===== src/rtl/atmr_sweep_ctrl_if.sv =====
// Signal bundle between the ATMR sweep controller (slave) and the harness that
// owns the replica triplet and reads the results (master).
interface atmr_sweep_ctrl_if #(
  parameter int N_IN  = 7,
  parameter int N_OUT = 10,
  parameter int CNT_W = 8
);
  logic             i_start;
  logic             o_busy;
  logic             o_done;
  logic [N_IN-1:0]  o_vec_out;
  logic [N_OUT-1:0] i_ori_z;
  logic [N_OUT-1:0] i_mai_z;
  logic [N_OUT-1:0] i_men_z;
  logic [N_OUT-1:0] i_vote_z;
  logic [CNT_W-1:0] o_cnt_mai;
  logic [CNT_W-1:0] o_cnt_men;
  logic [CNT_W-1:0] o_cnt_fail;
  logic [CNT_W-1:0] o_cnt_vote_bad;
  logic [N_IN-1:0]  o_first_fail_vec;
  logic             o_fail_valid;

  modport master (
    output i_start, i_ori_z, i_mai_z, i_men_z, i_vote_z,
    input  o_busy, o_done, o_vec_out, o_cnt_mai, o_cnt_men, o_cnt_fail,
           o_cnt_vote_bad, o_first_fail_vec, o_fail_valid
  );

  modport slave (
    input  i_start, i_ori_z, i_mai_z, i_men_z, i_vote_z,
    output o_busy, o_done, o_vec_out, o_cnt_mai, o_cnt_men, o_cnt_fail,
           o_cnt_vote_bad, o_first_fail_vec, o_fail_valid
  );
endinterface


===== src/rtl/atmr_sweep_ctrl.sv =====
// Exhaustive-sweep controller: walks every input vector through an ATMR triplet
// and tallies replica mismatches, masking failures and voter-cell faults.
module atmr_sweep_ctrl #(
  parameter int N_IN  = 7,
  parameter int N_OUT = 10,
  parameter int CNT_W = 8
) (
  input  logic              clk,
  input  logic              rst,
  atmr_sweep_ctrl_if.slave  bus
);

  localparam logic [N_IN-1:0]  LAST_VEC = '1;
  localparam logic [CNT_W-1:0] CNT_MAX  = '1;

  typedef enum logic [1:0] {IDLE, SWEEP, DRAIN, DONE} state_t;

  state_t           r_state;
  state_t           w_nextState;
  logic             w_accept;

  logic [N_IN-1:0]  r_vec;
  logic [N_IN-1:0]  r_cmpVec;
  logic [N_OUT-1:0] r_cmpOri;
  logic [N_OUT-1:0] r_cmpMai;
  logic [N_OUT-1:0] r_cmpMen;
  logic [N_OUT-1:0] r_cmpVote;
  logic             r_cmpValid;

  logic [CNT_W-1:0] r_cntMai;
  logic [CNT_W-1:0] r_cntMen;
  logic [CNT_W-1:0] r_cntFail;
  logic [CNT_W-1:0] r_cntVoteBad;
  logic [N_IN-1:0]  r_firstFail;
  logic             r_failValid;

  logic [N_OUT-1:0] w_majority;
  logic             w_maiHit;
  logic             w_menHit;
  logic             w_failHit;
  logic             w_voteBadHit;

  function automatic logic [CNT_W-1:0] satInc(input logic [CNT_W-1:0] cnt, input logic hit);
    return (hit && (cnt != CNT_MAX)) ? cnt + CNT_W'(1) : cnt;
  endfunction

  always_ff @(posedge clk) begin
    if (rst) r_state <= IDLE;
    else     r_state <= w_nextState;
  end

  always_comb begin
    w_nextState = r_state;
    w_accept    = 1'b0;
    case (r_state)
      IDLE: begin
        if (bus.i_start) begin
          w_nextState = SWEEP;
          w_accept    = 1'b1;
        end
      end
      SWEEP:   if (r_vec == LAST_VEC) w_nextState = DRAIN;
      DRAIN:   w_nextState = DONE;
      DONE:    w_nextState = IDLE;
      default: w_nextState = IDLE;
    endcase
  end

  // Compare stage works on the vector captured one edge earlier.
  assign w_majority   = (r_cmpOri & r_cmpMai) | (r_cmpOri & r_cmpMen) | (r_cmpMai & r_cmpMen);
  assign w_maiHit     = (r_cmpMai  != r_cmpOri);
  assign w_menHit     = (r_cmpMen  != r_cmpOri);
  assign w_failHit    = (r_cmpVote != r_cmpOri);
  assign w_voteBadHit = (r_cmpVote != w_majority);

  always_ff @(posedge clk) begin
    if (rst) begin
      r_vec        <= '0;
      r_cmpVec     <= '0;
      r_cmpOri     <= '0;
      r_cmpMai     <= '0;
      r_cmpMen     <= '0;
      r_cmpVote    <= '0;
      r_cmpValid   <= 1'b0;
      r_cntMai     <= '0;
      r_cntMen     <= '0;
      r_cntFail    <= '0;
      r_cntVoteBad <= '0;
      r_firstFail  <= '0;
      r_failValid  <= 1'b0;
    end else begin
      r_cmpValid <= 1'b0;
      if (w_accept) begin
        r_vec        <= '0;
        r_cntMai     <= '0;
        r_cntMen     <= '0;
        r_cntFail    <= '0;
        r_cntVoteBad <= '0;
        r_firstFail  <= '0;
        r_failValid  <= 1'b0;
      end else if (r_state == SWEEP) begin
        r_cmpVec   <= r_vec;
        r_cmpOri   <= bus.i_ori_z;
        r_cmpMai   <= bus.i_mai_z;
        r_cmpMen   <= bus.i_men_z;
        r_cmpVote  <= bus.i_vote_z;
        r_cmpValid <= 1'b1;
        r_vec      <= (r_vec == LAST_VEC) ? '0 : r_vec + N_IN'(1);
      end
      // The stage is never valid in IDLE, so this cannot collide with the clear above.
      if (r_cmpValid) begin
        r_cntMai     <= satInc(r_cntMai, w_maiHit);
        r_cntMen     <= satInc(r_cntMen, w_menHit);
        r_cntFail    <= satInc(r_cntFail, w_failHit);
        r_cntVoteBad <= satInc(r_cntVoteBad, w_voteBadHit);
        if (w_failHit && !r_failValid) begin
          r_firstFail <= r_cmpVec;
          r_failValid <= 1'b1;
        end
      end
    end
  end

  assign bus.o_busy           = (r_state == SWEEP) || (r_state == DRAIN);
  assign bus.o_done           = (r_state == DONE);
  assign bus.o_vec_out        = r_vec;
  assign bus.o_cnt_mai        = r_cntMai;
  assign bus.o_cnt_men        = r_cntMen;
  assign bus.o_cnt_fail       = r_cntFail;
  assign bus.o_cnt_vote_bad   = r_cntVoteBad;
  assign bus.o_first_fail_vec = r_firstFail;
  assign bus.o_fail_valid     = r_failValid;

endmodule

===== src/flat_wrapper.sv =====
// flat-port wrapper written by rule: the top's interface ports become plain ports
module atmr_sweep_ctrl_flat 
#(
  parameter int N_IN  = 7,
  parameter int N_OUT = 10,
  parameter int CNT_W = 8
)
  (clk, rst, bus_i_start, bus_i_ori_z, bus_i_mai_z, bus_i_men_z, bus_i_vote_z, bus_o_busy, bus_o_done, bus_o_vec_out, bus_o_cnt_mai, bus_o_cnt_men, bus_o_cnt_fail, bus_o_cnt_vote_bad, bus_o_first_fail_vec, bus_o_fail_valid);
  atmr_sweep_ctrl_if #(.N_IN(N_IN), .N_OUT(N_OUT), .CNT_W(CNT_W)) bus_i ();
  input  logic clk;
  input  logic rst;
  input wire logic [$bits(bus_i.i_start)-1:0] bus_i_start;
  input wire logic [$bits(bus_i.i_ori_z)-1:0] bus_i_ori_z;
  input wire logic [$bits(bus_i.i_mai_z)-1:0] bus_i_mai_z;
  input wire logic [$bits(bus_i.i_men_z)-1:0] bus_i_men_z;
  input wire logic [$bits(bus_i.i_vote_z)-1:0] bus_i_vote_z;
  output wire logic [$bits(bus_i.o_busy)-1:0] bus_o_busy;
  output wire logic [$bits(bus_i.o_done)-1:0] bus_o_done;
  output wire logic [$bits(bus_i.o_vec_out)-1:0] bus_o_vec_out;
  output wire logic [$bits(bus_i.o_cnt_mai)-1:0] bus_o_cnt_mai;
  output wire logic [$bits(bus_i.o_cnt_men)-1:0] bus_o_cnt_men;
  output wire logic [$bits(bus_i.o_cnt_fail)-1:0] bus_o_cnt_fail;
  output wire logic [$bits(bus_i.o_cnt_vote_bad)-1:0] bus_o_cnt_vote_bad;
  output wire logic [$bits(bus_i.o_first_fail_vec)-1:0] bus_o_first_fail_vec;
  output wire logic [$bits(bus_i.o_fail_valid)-1:0] bus_o_fail_valid;
  assign bus_i.i_start = bus_i_start;
  assign bus_i.i_ori_z = bus_i_ori_z;
  assign bus_i.i_mai_z = bus_i_mai_z;
  assign bus_i.i_men_z = bus_i_men_z;
  assign bus_i.i_vote_z = bus_i_vote_z;
  assign bus_o_busy = bus_i.o_busy;
  assign bus_o_done = bus_i.o_done;
  assign bus_o_vec_out = bus_i.o_vec_out;
  assign bus_o_cnt_mai = bus_i.o_cnt_mai;
  assign bus_o_cnt_men = bus_i.o_cnt_men;
  assign bus_o_cnt_fail = bus_i.o_cnt_fail;
  assign bus_o_cnt_vote_bad = bus_i.o_cnt_vote_bad;
  assign bus_o_first_fail_vec = bus_i.o_first_fail_vec;
  assign bus_o_fail_valid = bus_i.o_fail_valid;
  atmr_sweep_ctrl #(.N_IN(N_IN), .N_OUT(N_OUT), .CNT_W(CNT_W)) u_core (.clk(clk), .rst(rst), .bus(bus_i));
endmodule

===== config.mk =====
export PLATFORM = sky130hd
export DESIGN_NAME = atmr_sweep_ctrl_flat
export DESIGN_NICKNAME = d
export VERILOG_FILES = /design/src/rtl/atmr_sweep_ctrl_if.sv /design/src/rtl/atmr_sweep_ctrl.sv /design/src/flat_wrapper.sv
export SDC_FILE = /design/constraint.sdc
export NUM_CORES = 1
export LEC_CHECK = 0
export CAP_MARGIN = 30
export CELL_PAD_IN_SITES_DETAIL_PLACEMENT = 0
export CELL_PAD_IN_SITES_GLOBAL_PLACEMENT = 1
export CORE_ASPECT_RATIO = 0.75
export CORE_UTILIZATION = 42
export DETAILED_ROUTE_END_ITERATION = 10
export PLACE_DENSITY_LB_ADDON = 0.1
export REMOVE_ABC_BUFFERS = 1
export SLEW_MARGIN = 20
export SYNTH_ARGS = -nofsm -noshare
export SYNTH_HDL_FRONTEND = slang
export SYNTH_SLANG_ARGS = --single-unit

===== constraint.sdc =====
create_clock -name clk -period 3.5 [get_ports clk]
set_clock_uncertainty 0.2 [all_clocks]
set_input_delay 0.35 -clock clk [delete_from_list [all_inputs] [get_ports clk]]
set_output_delay 0.35 -clock clk [all_outputs]
set_load 0.02 [all_outputs]

==> flow_metrics.tcl, run 1 <==
set metrics [dict create \
    area_growth_pct 28.9 \
    maxCapViolCount 0 \
    synth.avg_cell_area_um2 9.47 \
    ios 92 \
    p_leak_uw 0.00230 \
    synth-seq-area-share 0.425 \
    dr.pass1.iters 4 \
    ys_warn_count 0 \
    ant_nets 0 \
    diodes 0 \
    worst_pin_slew_ns 0.791 \
    fillers 959 \
    power_density_mw_per_mm2 614 \
    track_usage 0.197 \
    period_share 0.714 \
    dp_hpwl_um 7780 \
    dr_total_vias 3742 \
    finalHoldViolCount 0 \
    post_cts_buffers 0 \
    cts_root_buffer "clkbuf_16" \
    grt_pass1_vias 3547 \
    clockBufferDepth 2 \
    synth_top_area_cell "dfxtp_1" \
    worst_ep_required_time_ns 3.54 \
    crit_type "flop to flop" \
    clkSinkCount 97 \
    core_mm2 0.0104 \
    grt_max_degree 54 \
    h-tree-depth 3 \
    postSynth.asyncResetShare 0 \
    rsz0062_at_grt "no" \
    rows 32 \
    ys_seq_elements 97 \
    drv_slew 0 \
    drc_errors 0 \
    io_buffers 91 \
    synthCells 482 \
    design.die.area_mm2 0.0113 \
    syn-cell-area_mm2 0.00457 \
    r2r_slack_ns 1.00 \
    synth_edf_count 0 \
    critical_path_arrival_ns 2.54 \
    hold_class "flop to flop" \
    synth_flop_cell "dfxtp_1" \
    path_clk_slew_ns 0.07 \
    vias_per_cell 5.27 \
    synth_area_leaders "dfxtp_1 (43%), mux2i_1 (12%), ha_1 (8.2%), nor2_1 (6.6%), xnor2_1 (4.2%)" \
    place_inst 694 \
    overflow 0 \
    ctsHoldBuffers 0 \
    hold-path-endpoint "u_core.bus.o_first_fail_vec[6]$_SDFF_PP0_" \
    fmax_ghz 0.400 \
    end_kind "flop" \
    fin_ws_ns 1.00 \
    antenna_found_initial 0 \
    wl_per_cell_um 15.0 \
    die_x_um 122 \
    dp_slack_ns 0.962 \
    cts_buffers 9 \
    final_layout_size_suffix_gt1_frac 0.0697 \
    start_kind "flop" \
    grt_pass1_wl_um 17300 \
    r2r-start "u_core.r_cmpOri[6]$_SDFFE_PP0P_" \
    wirelength_um 10600 \
    max-slew-margin-rel 0.466 \
    start_util 0.439 \
    nets 642 \
    hold_depth 2 \
    vdd_drop_max_mv 0.443 \
    synth_cell_types 45 \
    status "completed" \
    cts_resized 0 \
    drt_iter0_drc 133 \
    r2r_cells 7 \
    cts_tree "built" \
    clk_latency_ns 0.34 \
    final-setup-viol-count 0 \
    timing.rr.end "u_core.bus.o_cnt_vote_bad[1]$_SDFFE_PP0P_" \
    dieHeight_um 92.3 \
    final_cells 710 \
    synth_top_area_frac 0.425 \
    gp_congestion 0.742 \
    tns_ns 0 \
    path_max_fanout 13 \
    worstHoldStart "u_core.r_cmpVec[6]$_SDFFE_PP0P_" \
    fin_crit_ns 2.50 \
]
critical path, cell delays in order, from the launching register on:
cell and delay (ns):
dfxtp_1 0.35, ha_1 0.19, a211oi_1 0.25, xnor2_1 0.13, nor4_2 0.31, a41oi_2 0.39
and4_2 0.39, a41o_1 0.19
metrics by stage:
step / util / hold WS [ns] / power, uW / cell area, um2
after detailed placement: 0.538 / 0.256 / 2710 / 5600
final: 0.565 / 0.272 / 3610 / 5880
after global placement: 0.538 / 0.254 / 2680 / 5600
after global routing: 0.565 / 0.287 / 3840 / 5880
after floorplan: - / 0.219 / 2330 / 4490
after CTS: 0.565 / 0.270 / 3660 / 5880
report_power, final:
group | total, uW | internal [uW] | leakage [uW] | switching (uW)
Clock | 942 | 520 | 0.000131 | 422
Sequential | 1430 | 1260 | 0.000787 | 172
Combinational | 1240 | 565 | 0.00138 | 672
layout make-up:
type,count,area [um2],area share
Clock buffer,12,256,0.0436
Tap cell,136,170,0.0289
Sequential cell,97,1940,0.330
Inverter,8,30.0,0.00510
Clock inverter,4,27.5,0.00468
Multi-Input combinational cell,359,2520,0.428
Timing Repair Buffer,94,941,0.160
registers in the layout (all words and copies together) (netlist names), 8 cells and up:
signal / count
u_core.r_cmpMai: 10
u_core.r_cmpMen: 10
u_core.r_cmpOri: 10
u_core.r_cmpVote: 10
u_core.bus.o_cnt_fail: 8
u_core.bus.o_cnt_mai: 8
u_core.bus.o_cnt_men: 8
u_core.bus.o_cnt_vote_bad: 8
layout by cell type (no fill, tap or decap), types with 3 or more instances in the layout:
cell type        count
nor4_1               4
a22o_1               6
clkinvlp_4           3
a21oi_1             16
nand2_1             32
nand3b_1             3
xor2_1               9
and3_1              10
xnor2_1             22
inv_1                7
clkbuf_16            9
or2_2                5
mux2i_1             54
a211oi_2             5
clkdlybuf4s50_1     90
o21ai_0              9
dfxtp_1             97
a31oi_1              3
or3_1                7
nor2_1              80
nor3_1               3
a211oi_1             8
nor3b_1              3
nand3_1             13
nand4_1             14
ha_1                29
per-layer routing:
metal  share of wire  wire, um  vias to the layer above  global-route usage
met2            0.43      4540                       81               0.294
li1                -         -                     1883                   -
met4           0.014       149                        0              0.0671
met5               0         0                        -                   0
met1            0.51      5450                     1764               0.273
met3           0.046       487                       14              0.0530
Yosys cell counts (all sizes together) (8+ instances only):
library cell  number
dfxtp             97
nor2              80
mux2i             54
nand2             32
ha                30
xnor2             22
a21oi             16
nand4             14
a211oi            13
nand3             13
and3              11
buf                9
clkbuf             9
o21ai              9
xor2               9
inv                8
how the worst max path moves through the flow:
stage	end	from	depth (start not counted)	slack (ns)
after floorplan	u_core.bus.o_vec_out[3]$_SDFFE_PP0P_	u_core.r_state[1]$_SDFFE_PP0P_	5	0.34
after global placement	u_core.bus.o_cnt_mai[6]$_SDFFE_PP0P_	bus_i_start	7	0.94
after detailed placement	u_core.bus.o_cnt_mai[6]$_SDFFE_PP0P_	bus_i_start	7	0.96
after CTS	u_core.bus.o_cnt_vote_bad[1]$_SDFFE_PP0P_	u_core.r_cmpMai[4]$_SDFFE_PP0P_	7	0.97
after global routing	u_core.bus.o_cnt_vote_bad[1]$_SDFFE_PP0P_	u_core.r_cmpOri[6]$_SDFFE_PP0P_	7	0.80
final	u_core.bus.o_cnt_vote_bad[1]$_SDFFE_PP0P_	u_core.r_cmpOri[6]$_SDFFE_PP0P_	7	1.00
cell families after synthesis:
kind of cell,synth area share
and+or+nand+nor,0.195
buffers and inverters,0.0241
xor gates and xnor gates,0.0595
DFF,0.425
AOI/OAI and AO/OA,0.0902
muxes,0.123
adders and majority gates,0.0822
(Power assumes the default switching activity.)
==> inputs of run 2 (changes only) <==
- CORE_UTILIZATION: 42 -> 35
- clock period: 3.5 -> 2.21 ns (I/O delays scaled with it)
==> run 2 against run 1 <==
  * The run now ends with negative setup slack left
  * Highest routed layer unchanged
  * Largest power group is now combinational logic
  * Register-to-register slack worse by 1.1 ns
  * Non-clock buffer count up 44
  * Combinational power up 110%
  * Largest cell class unchanged
  * Maximum frequency up 8.9%
==> flow_metrics.tcl, run 2 (same netlist as run 1, synthesis figures left out) <==
set metrics [dict create \
    start_util 0.366 \
    wl_per_cell_um 15.2 \
    area_growth_pct 41.8 \
    nets 686 \
    core_mm2 0.0125 \
    p_leak_uw 0.00258 \
    clockBufferDepth 2 \
    cts_tree "built" \
    layout_common_cells "dfxtp_1 (90), clkdlybuf4s50_1 (89), nor2_1 (78)" \
    hold_depth 2 \
    path_clk_slew_ns 0.07 \
    start_kind "flop" \
    cts_root_buffer "clkbuf_16" \
    max_stage_delay_ns 0.41 \
    grt_pass1_wl_um 19200 \
    vdd_drop_max_mv 0.587 \
    final_layout_size_suffix_gt1_frac 0.188 \
    drv_slew 0 \
    violations "negative setup slack" \
    maxCapViolCount 0 \
    hold_class "primary input to flop" \
    design.die.area_mm2 0.0135 \
    rows 35 \
    overflow 0 \
    fillers 1133 \
    fin_crit_ns 2.29 \
    crit_type "flop to flop" \
    die_x_um 134 \
    final-setup-viol-count 8 \
    grt_pass1_vias 3711 \
    diodes 0 \
    ios 92 \
    fin_hold_ws_ns 0.0482 \
    finalPower_uw 6440 \
    cp_cell_sequence "ha_4, a211oi_4, xnor2_1, nor4_2, a41oi_2, buf_6, nand2_4, mux2_4" \
    fin_ws_ns -0.0834 \
    dieHeight_um 101 \
    power_density_mw_per_mm2 994 \
    ant_nets 0 \
    drc_errors 0 \
    finalHoldViolCount 0 \
    final_util 0.519 \
    cts_buffers 9 \
    worst_ep_required_time_ns 2.25 \
    critPathSlowestCell "nor4_2" \
    clkSinkCount 97 \
    drt_iter0_drc 122 \
    wirelength_um 11900 \
    gp_congestion 0.773 \
    path_max_fanout 8 \
    mostFrequentLayoutCell "dfxtp_1" \
    fmax_ghz 0.436 \
    worst_pin_slew_ns 0.482 \
    end_kind "flop" \
    max-slew-margin-rel 0.675 \
    critical_path_arrival_ns 2.33 \
    rsz0062_at_grt "yes" \
    period_share 1.04 \
    vias_per_cell 4.96 \
    dp_hpwl_um 8440 \
    clk_latency_ns 0.35 \
    ctsHoldBuffers 0 \
    dr_total_vias 3889 \
    io_buffers 91 \
    grt_max_degree 43 \
    h-tree-depth 3 \
    track_usage 0.182 \
    dr.pass1.iters 4 \
    antenna_found_initial 0 \
    status "finished, violations left" \
    r2r_cells 8 \
]
-- run 2: changes by cell type in the layout (fill, tap and decap cells not counted), moves of 4 or more --
cell	previous run	this run
a211oi_2	5	9
dfxtp_2	0	4
ha_1	29	24
nor4_1	4	0
dfxtp_1	97	90
buf_4	2	43
a211oi_1	8	3
-- run 2: cell type report --
type,instances,area (um2),area share
multi-input cells,359,2690,0.416
clock inverters,7,68.8,0.0106
repair buffers,138,1290,0.200
well taps,166,208,0.0321
flip-flops and latches,97,1960,0.302
inverters,8,30.0,0.00464
clock buffers,9,225,0.0348
-- run 2: where the power goes --
| group | switching, uW | internal [uW] |
|---|---|---|
| combinational | 1300 | 1320 |
| clock | 765 | 800 |
| sequential | 251 | 2010 |
| total | 2310 | 4130 |
-- run 2: layer usage --
layer / global-route usage / routed length [um]
met3: 0.0488 / 583
met5: 0 / 0
met4: 0.0472 / 163
met2: 0.279 / 5180
met1: 0.253 / 6000
-- run 2: worst max-delay path, delay by kind of cell (launching register included) --
family,cells,cell delay (ns)
buf+inv,1,0.18
simple gates,2,0.48
flops,1,0.37
xor+xnor,1,0.11
compound gates,2,0.38
mux,1,0.30
fa+ha+maj,1,0.16
-- run 2: final timing paths --
check	from	end	slack [ns]
hold / removal	rst	u_core.bus.o_cnt_fail[1]$_SDFFE_PP0P_	0.05
setup / recovery	u_core.r_cmpOri[4]$_SDFFE_PP0P_	u_core.bus.o_cnt_vote_bad[0]$_SDFFE_PP0P_	-0.08
hold reg to reg	u_core.r_cmpVec[2]$_SDFFE_PP0P_	u_core.r_cmpVec[2]$_SDFFE_PP0P_	0.27
setup reg to reg	u_core.r_cmpOri[4]$_SDFFE_PP0P_	u_core.bus.o_cnt_vote_bad[0]$_SDFFE_PP0P_	-0.08
-- run 2: stage by stage --
stage | setup slack [ns] | cells | area [um2] | TNS [ns]
6_report | -0.0834 | 784 | 6480 | -0.370
5_1_grt | -0.214 | 784 | 6480 | -1.49
4_1_cts | -0.135 | 781 | 6300 | -0.892
3_5_place_dp | -0.255 | 764 | 5940 | -2.36
3_3_place_gp | -0.196 | 764 | 5940 | -2.42
2_1_floorplan | -0.951 | 464 | 4490 | -35.19
-- run 2: what timing repair did --
item                                    4_1_cts  5_1_grt
pin swaps                                    10       13
setup buffers                                 1        4
resized for setup                            18       30
endpoints found under the setup margin       25       30
